--- config.mk ---
export PLATFORM = sky130hd
export DESIGN_NAME = lsu_data_port
export DESIGN_NICKNAME = d
export VERILOG_FILES = /design/src/rtl/lsu_data_port.sv
export SDC_FILE = /design/constraint.sdc
export NUM_CORES = 1
export LEC_CHECK = 0
export CAP_MARGIN = 30
export CORE_MARGIN = 5
export CORE_UTILIZATION = 29
export CTS_BUF_LIST = sky130_fd_sc_hd__clkbuf_4 sky130_fd_sc_hd__clkbuf_8 sky130_fd_sc_hd__clkbuf_16
export DETAILED_ROUTE_END_ITERATION = 8
export RECOVER_POWER = 100
export REMOVE_ABC_BUFFERS = 1
export SYNTH_ARGS = -nofsm -noshare
export SYNTH_HDL_FRONTEND = slang
export SYNTH_SLANG_ARGS = --single-unit
--- constraint.sdc ---
create_clock -name clk -period 2.45 [get_ports clk]
set_clock_uncertainty 0.15 [all_clocks]
set_input_delay 0.245 -clock clk [delete_from_list [all_inputs] [get_ports clk]]
set_output_delay 0.245 -clock clk [all_outputs]
set_load 0.01 [all_outputs]
--- src/rtl/lsu_data_port.sv ---
// lsu_data_port: load/store unit data-side port for the single-cycle core.
// Accepts one request at a time, drives the data-RAM bus (req/gnt, then
// rvalid for loads), and returns extended load data with a one-cycle pulse.
//
// Ports:
//   clk, rst_n            core clock, synchronous active-low reset
//   req_*                 request from core (valid/ready handshake)
//   resp_valid/rdata/err  one-cycle completion pulse to write-back
//   mem_*                 data-RAM bus (mem_req held until mem_gnt)
//
// Optional: define LSU_TIMEOUT_EN to enable a watchdog that terminates an
// access with an error after TIMEOUT_CYCLES cycles in ACCESS/WAIT_R.
module lsu_data_port #(
  parameter int DATA_WIDTH     = 32,
  parameter int TIMEOUT_CYCLES = 16
) (
  input  logic                  clk,
  input  logic                  rst_n,
  input  logic                  req_valid,
  output logic                  req_ready,
  input  logic                  req_we,
  input  logic [1:0]            req_size,
  input  logic                  req_unsigned,
  input  logic [DATA_WIDTH-1:0] req_addr,
  input  logic [DATA_WIDTH-1:0] req_wdata,
  output logic                  resp_valid,
  output logic [DATA_WIDTH-1:0] resp_rdata,
  output logic                  resp_err,
  output logic                  mem_req,
  output logic                  mem_we,
  output logic [3:0]            mem_be,
  output logic [DATA_WIDTH-1:0] mem_addr,
  output logic [DATA_WIDTH-1:0] mem_wdata,
  input  logic                  mem_gnt,
  input  logic                  mem_rvalid,
  input  logic [DATA_WIDTH-1:0] mem_rdata
);

  if (DATA_WIDTH != 32 || TIMEOUT_CYCLES < 1 || TIMEOUT_CYCLES > 255) begin : g_bad_cfg
    $error("lsu_data_port: DATA_WIDTH must be 32 and TIMEOUT_CYCLES 1..255");
  end

  typedef enum logic [1:0] {IDLE, ACCESS, WAIT_R, RESP} state_e;

  state_e                  state_q, state_d;
  logic [1:0]              size_q, size_d;
  logic                    uns_q, uns_d;
  logic [1:0]              off_q, off_d;
  logic                    mem_req_q, mem_req_d;
  logic                    mem_we_q, mem_we_d;
  logic [3:0]              mem_be_q, mem_be_d;
  logic [DATA_WIDTH-1:0]   mem_addr_q, mem_addr_d;
  logic [DATA_WIDTH-1:0]   mem_wdata_q, mem_wdata_d;
  logic                    resp_valid_q, resp_valid_d;
  logic                    resp_err_q, resp_err_d;
  logic [DATA_WIDTH-1:0]   resp_rdata_q, resp_rdata_d;
`ifdef LSU_TIMEOUT_EN
  localparam logic [7:0]   TO_LIM = 8'(TIMEOUT_CYCLES);
  logic [7:0]              cnt_q, cnt_d;
`endif

  // Request decode (combinational on the live request fields)
  logic                    misaligned;
  logic [3:0]              be_calc;
  logic [DATA_WIDTH-1:0]   wd_calc;
  logic [DATA_WIDTH-1:0]   lane;
  logic [DATA_WIDTH-1:0]   ld_ext;

  always_comb begin
    misaligned = 1'b0;
    be_calc    = 4'b1111;
    wd_calc    = req_wdata;
    case (req_size)
      2'b00: begin
        be_calc = 4'b0001 << req_addr[1:0];
        wd_calc = {4{req_wdata[7:0]}};
      end
      2'b01: begin
        misaligned = req_addr[0];
        be_calc    = 4'b0011 << req_addr[1:0];
        wd_calc    = {2{req_wdata[15:0]}};
      end
      2'b10: misaligned = (req_addr[1:0] != 2'b00);
      default: misaligned = 1'b1;
    endcase
  end

  // Load lane select uses the latched byte offset; bus word is shifted so
  // the addressed byte lands in bits [7:0].
  always_comb begin
    lane   = mem_rdata >> {off_q, 3'b000};
    ld_ext = mem_rdata;
    case (size_q)
      2'b00:   ld_ext = {{(DATA_WIDTH-8){~uns_q & lane[7]}}, lane[7:0]};
      2'b01:   ld_ext = {{(DATA_WIDTH-16){~uns_q & lane[15]}}, lane[15:0]};
      default: ld_ext = mem_rdata;
    endcase
  end

  always_comb begin
    state_d      = state_q;
    size_d       = size_q;
    uns_d        = uns_q;
    off_d        = off_q;
    mem_req_d    = mem_req_q;
    mem_we_d     = mem_we_q;
    mem_be_d     = mem_be_q;
    mem_addr_d   = mem_addr_q;
    mem_wdata_d  = mem_wdata_q;
    resp_valid_d = 1'b0;
    resp_err_d   = 1'b0;
    resp_rdata_d = '0;
`ifdef LSU_TIMEOUT_EN
    cnt_d        = cnt_q;
`endif
    case (state_q)
      IDLE: begin
        if (req_valid) begin
          size_d = req_size;
          uns_d  = req_unsigned;
          off_d  = req_addr[1:0];
          if (misaligned) begin
            // Rejected without touching the RAM bus
            state_d      = RESP;
            resp_valid_d = 1'b1;
            resp_err_d   = 1'b1;
          end else begin
            state_d     = ACCESS;
            mem_req_d   = 1'b1;
            mem_we_d    = req_we;
            mem_be_d    = be_calc;
            mem_addr_d  = {req_addr[DATA_WIDTH-1:2], 2'b00};
            mem_wdata_d = wd_calc;
`ifdef LSU_TIMEOUT_EN
            cnt_d       = '0;
`endif
          end
        end
      end
      ACCESS: begin
        if (mem_gnt) begin
          mem_req_d = 1'b0;
          mem_we_d  = 1'b0;
          if (mem_we_q) begin
            state_d      = RESP;
            resp_valid_d = 1'b1;
          end else begin
            state_d = WAIT_R;
          end
        end
      end
      WAIT_R: begin
        if (mem_rvalid) begin
          state_d      = RESP;
          resp_valid_d = 1'b1;
          resp_rdata_d = ld_ext;
        end
      end
      RESP: state_d = IDLE;
      default: state_d = IDLE;
    endcase
`ifdef LSU_TIMEOUT_EN
    // Count only cycles that did not complete; a completion in the final
    // cycle still wins over the timeout.
    if ((state_q == ACCESS || state_q == WAIT_R) && state_d == state_q) begin
      cnt_d = cnt_q + 8'd1;
      if (cnt_d == TO_LIM) begin
        state_d      = RESP;
        resp_valid_d = 1'b1;
        resp_err_d   = 1'b1;
        resp_rdata_d = '0;
        mem_req_d    = 1'b0;
        mem_we_d     = 1'b0;
      end
    end
`endif
  end

  always_ff @(posedge clk) begin
    if (!rst_n) begin
      state_q      <= IDLE;
      size_q       <= 2'b00;
      uns_q        <= 1'b0;
      off_q        <= 2'b00;
      mem_req_q    <= 1'b0;
      mem_we_q     <= 1'b0;
      mem_be_q     <= 4'b0000;
      mem_addr_q   <= '0;
      mem_wdata_q  <= '0;
      resp_valid_q <= 1'b0;
      resp_err_q   <= 1'b0;
      resp_rdata_q <= '0;
`ifdef LSU_TIMEOUT_EN
      cnt_q        <= '0;
`endif
    end else begin
      state_q      <= state_d;
      size_q       <= size_d;
      uns_q        <= uns_d;
      off_q        <= off_d;
      mem_req_q    <= mem_req_d;
      mem_we_q     <= mem_we_d;
      mem_be_q     <= mem_be_d;
      mem_addr_q   <= mem_addr_d;
      mem_wdata_q  <= mem_wdata_d;
      resp_valid_q <= resp_valid_d;
      resp_err_q   <= resp_err_d;
      resp_rdata_q <= resp_rdata_d;
`ifdef LSU_TIMEOUT_EN
      cnt_q        <= cnt_d;
`endif
    end
  end

  // Ready is the only combinational output; forced low while reset is held
  assign req_ready  = rst_n && (state_q == IDLE);
  assign resp_valid = resp_valid_q;
  assign resp_rdata = resp_rdata_q;
  assign resp_err   = resp_err_q;
  assign mem_req    = mem_req_q;
  assign mem_we     = mem_we_q;
  assign mem_be     = mem_be_q;
  assign mem_addr   = mem_addr_q;
  assign mem_wdata  = mem_wdata_q;

endmodule

; ---- After elaboration in Yosys (flattened, before gate mapping)
; Index checks and enable logic that the tools add are counted.
[totals]
register_bits = 109
latch_bits = 0
ramBits = 0
romBits = 0
in_bits = 105
out_inout_bits = 105
wordCells = 64
mem_count = 0
[op_classes]
addsub = 0
multipliers = 0
div = 0
order_cmp = 0
n_eq_ne = 10
shift = 3
n_mux = 23
bitwise = 4
reduce_logical = 12
[op_table]
columns = op, n
row1 = 32-bit one-hot mux with 2 select lines, 2
row2 = 32-bit by 5-bit >> shifter with 16-bit output, 1
row3 = 1-bit two-way mux, 11
row4 = 3-bit AND reduction, 3
row5 = 2-bit two-way mux, 4
row6 = "2-bit inequality test, second input constant", 4
row7 = 2-bit one-hot mux with 4 select lines, 1
row8 = 4-bit one-hot mux with 2 select lines, 1
row9 = "2-bit by 1-bit equality test with 1-bit output, second input constant", 3
row10 = "2-bit equality test, second input constant", 3
row11 = 2-bit logical NOT, 3
row12 = 1-bit one-hot mux with 3 select lines, 2
row13 = 1-bit one-hot mux with 2 select lines, 2
row14 = 2-bit AND reduction, 2
row15 = 4-bit AND reduction, 1
row16 = 2-bit nonzero test, 2
row17 = "1-bit by 2-bit left shift with 4-bit output, first input constant", 1
row18 = "2-bit by 2-bit left shift with 4-bit output, first input constant", 1
row19 = 1-bit AND, 2
row20 = 1-bit NOT, 2
row21 = 1-bit logical AND, 1

; ---- Longest topological paths before layout
; Gate-level depths: netlist of run 1.
[depth]
ltp_word = 5
depth_mapped = 9
depth_no_buf = 6

; ---- Worst setup path after synthesis of run 1
; No wires, ideal clock.
[synth_timing]
kind = register to register
from = register state_q[0]
to = register mem_be_q[3] (netlist: mem_be[3])
setup_ns = 0.091
t_arrival_ns = 1.596
required_time_ns = 2.209
path_slack_ns = 0.614
path_stages_with_launch = 9
path_buffers = 3
synth_period_minus_slack_ns = 1.836
path_cell_list = dfxtp_1 > inv_1 > ha_1 > and2_1 > buf_2 > o21a_1 > buf_4 > buf_4 > a311oi_1
[synth_via]
elab_chain_cells = 2
[synth_rtl]
columns = element, line_no
row1 = start: declaration, 45  ; state_e state_q, state_d;
row2 = start signal: assignment, 197  ; state_q <= state_d;
row3 = 2-bit logical NOT, 116  ; case (state_q)
row4 = 3-bit AND reduction (no source line), --
row5 = end signal: assignment, 203  ; mem_be_q <= mem_be_d;
row6 = end: declaration, 51  ; logic [3:0] mem_be_q, mem_be_d;
; No other way between the ends.
; A chain may end at the register's enable or synchronous reset.

; ---- Worst setup path in the final report of run 1
[layout_timing]
from = register state_q[0]
to = output req_ready
[layout_via]
elab_chain_cells = 2
[layout_rtl]
columns = element, line_no
row1 = 2-bit logical NOT, 216  ; assign req_ready = rst_n && (state_q == IDLE);
row2 = 1-bit logical AND, 216
row3 = end: declaration, 20  ; output logic req_ready,
; No other way between the ends.

==> results of run 1 <==
[where the power goes]
group          switching, W  internal, W
sequential         0.000113      0.00199
clock              0.000648     0.000699
combinational      0.000907     0.000786
[cell families after synthesis]
| kind of cell | synth area share |
|---|---|
| and+or+nand+nor | 0.1839 |
| adders and majority gates | 0.01338 |
| other | 0.0008022 |
| AOI/OAI and AO/OA | 0.2064 |
| DFF | 0.4668 |
| buffers and inverters | 0.05327 |
| muxes | 0.07548 |
[state kept, by name (all words and copies together), names as in the netlist]
name        count
resp_rdata     32
resp_err        1
mem_wdata      32
state_q         2
mem_be          4
mem_req         1
mem_addr       30
off_q           2
size_q          2
mem_we          1
resp_valid      1
uns_q           1
[critical path: cells and delay by family (launching register included)]
| family | cells | cell delay, ns |
|---|---|---|
| adder cells (fa/ha/maj) | 1 | 0.31 |
| flip-flops | 1 | 0.33 |
| AND/OR/NAND/NOR | 1 | 0.17 |
| buffers and inverters | 2 | 0.67 |
[layout make-up]
type | instances | share of cell area
Tap cell | 216 | 0.03738
Inverter | 8 | 0.004154
Sequential cell | 109 | 0.3018
Timing Repair Buffer | 222 | 0.3082
Clock buffer | 10 | 0.03219
Clock inverter | 5 | 0.005192
Multi-Input combinational cell | 417 | 0.3110
[through the flow]
step | hold slack [ns] | setup TNS (ns)
global placement | 0.2921 | 0
global route | 0.2793 | 0
floorplan | 0.2023 | -34.40
finish | 0.2883 | 0
CTS | 0.2732 | 0
detailed placement | 0.2958 | 0
[final timing paths]
| path | from | endpoint | slack [ns] | depth (start not counted) |
|---|---|---|---|---|
| max | state_q[0] | req_ready | 0.23 | 4 |
| min | req_addr[6] | mem_addr[6] | 0.29 | 3 |
| max reg2reg | state_q[0] | mem_wdata[8] | 0.25 | 7 |
| min reg2reg | mem_wdata[31] | mem_wdata[31] | 0.30 | 2 |
[per-layer routing]
metal / global-route usage / vias to the layer above / routed length [µm]
met3: 0.03419 / 35 / 854
met4: 0.07373 / 0 / 539
li1: - / 2327 / -
met1: 0.2094 / 2191 / 6735
met2: 0.2774 / 148 / 7991
met5: 0 / - / 0
[cells in the mapped netlist (all sizes together)]
master	instances	area share
a21oi	72	0.078
nor3b	1	0.0016
and2	2	0.0027
nand4	1	0.0013
o211ai	4	0.0075
buf	26	0.034
a222oi	1	0.0021
mux4	1	0.0048
nor2b	3	0.0040
o32ai	1	0.0019
o21ai	43	0.046
nand3	2	0.0021
inv	7	0.0056
o21bai	1	0.0016
nor4	1	0.0013
mux2i	33	0.071
clkinv	1	0.00080
nand2b	2	0.0027
a2111oi	1	0.0019
nand2	166	0.13
a221oi	1	0.0019
a211oi	8	0.019
nor3	4	0.0054
ha	5	0.013
dfxtp	109	0.47
conb	1	0.00080
clkbuf	16	0.013
o21a	1	0.0016
nor2	34	0.028
a21o	15	0.024
a311oi	11	0.021
nand3b	1	0.0016
==> results.ini, run 1 <==
[status]
outcome=complete, no violations

[timing]
slew_headroom=0.5168
finalMaxSlewViolations=0
finalHoldViolCount=0
period_minus_slack_ns=2.223
worstMarginPinSlew_ns=0.7226
finalCritPeriodShare=0.9075
rsz0062_at_grt=false
finalSetupViolations=0
final.setup.worst_slack_ns=0.2267
timing.fmax_mhz=449.8

[clock_network]
ctsResizeCount=0
cts_setup_buffers=0
clk_pin_slew_ns=0.07
cts_buffer_depth=2
clock_sinks=109
hold_buffers=0
cts_max_level=3
cts-root-buf=clkbuf_16
insertion_delay_ns=0.35
cts_buffers=9
cts_tree=yes

[final_layout]
antennaDiodeCount=0
layout_common_cells=166 x nand2_1, 109 x dfxtp_1, 104 x clkdlybuf4s50_1
final_cells=987
layout.nets=877
seq_area_um2=2182
fin_util=0.4568
design_area_um2=7229
drive_gt1_frac=0.05188
multi_input_area_um2=2248
area_growth_pct=54.66
final_common_cell=nand2_1
num-fill-cells=1500

[die]
die_h_um=137.0
core_area_um2=15830
initial_core_util=0.2953
row_count=46
dieArea_um2=18760
chipWidth_um=137.0
io_pins=210

[route]
drt_iter0_markers=280
ant_nets=0
wl_per_cell_um=16.33
first_pass_iters=5
wl_mm=16.12
vias_per_cell=4.763
drc=0
routed-via-count=4701

[synth]
yosysSeqAreaShare=0.4668
ys_types=40
synth-seq-cells=109
ys_warn_count=0
syn_area_um2=4674
netlist_instances=575
avgSynthCellArea_um2=8.130

[global_route]
grt_max_degree=75
grt_pass1_wl_mm=24.50
grt_usage=0.1672
first_global_vias=4487
antenna_found_initial=0
overflow=0

[power_and_ir_drop]
peakVddDrop_uv=328.1
totalPowerFinal_w=0.005142
power_per_cell_area_nw_per_um2=711.2
p_leak_nw=3.085

[placed_design]
io_buffer_count=207
dp.cells=972
globalplace.congestion=0.8236
place_area_um2=6977
pre_cts_slack_ns=0.1610
dp_hpwl_mm=12.00

[setup_path]
worst_ep_arrival_time_ns=1.83
cp_slowest_cell=clkdlybuf4s50_1
path_max_fanout=7
critPathMaxStageDelay_ns=0.53
path_class=reg -> out
worst_setup_path_end_kind=primary output
crit_chain=inv_1, ha_1, and2_1, clkdlybuf4s50_1
cp.required_ns=2.06
cp-start-kind=register

[job]
maxCapViolCount=0

[min_path]
hp-class=in -> reg

Power figures use the tool's default switching activity.
==> inputs of run 2 (changes only) <==
--- a/config.mk
+++ b/config.mk
@@ -10,6 +10,7 @@
 export CORE_UTILIZATION = 29
 export CTS_BUF_LIST = sky130_fd_sc_hd__clkbuf_4 sky130_fd_sc_hd__clkbuf_8 sky130_fd_sc_hd__clkbuf_16
 export DETAILED_ROUTE_END_ITERATION = 8
+export GPL_ROUTABILITY_DRIVEN = 0
 export RECOVER_POWER = 100
 export REMOVE_ABC_BUFFERS = 1
 export SYNTH_ARGS = -nofsm -noshare
==> results of run 2 <==
No change in the layout: final DEF, timing and power equal those of run 1.
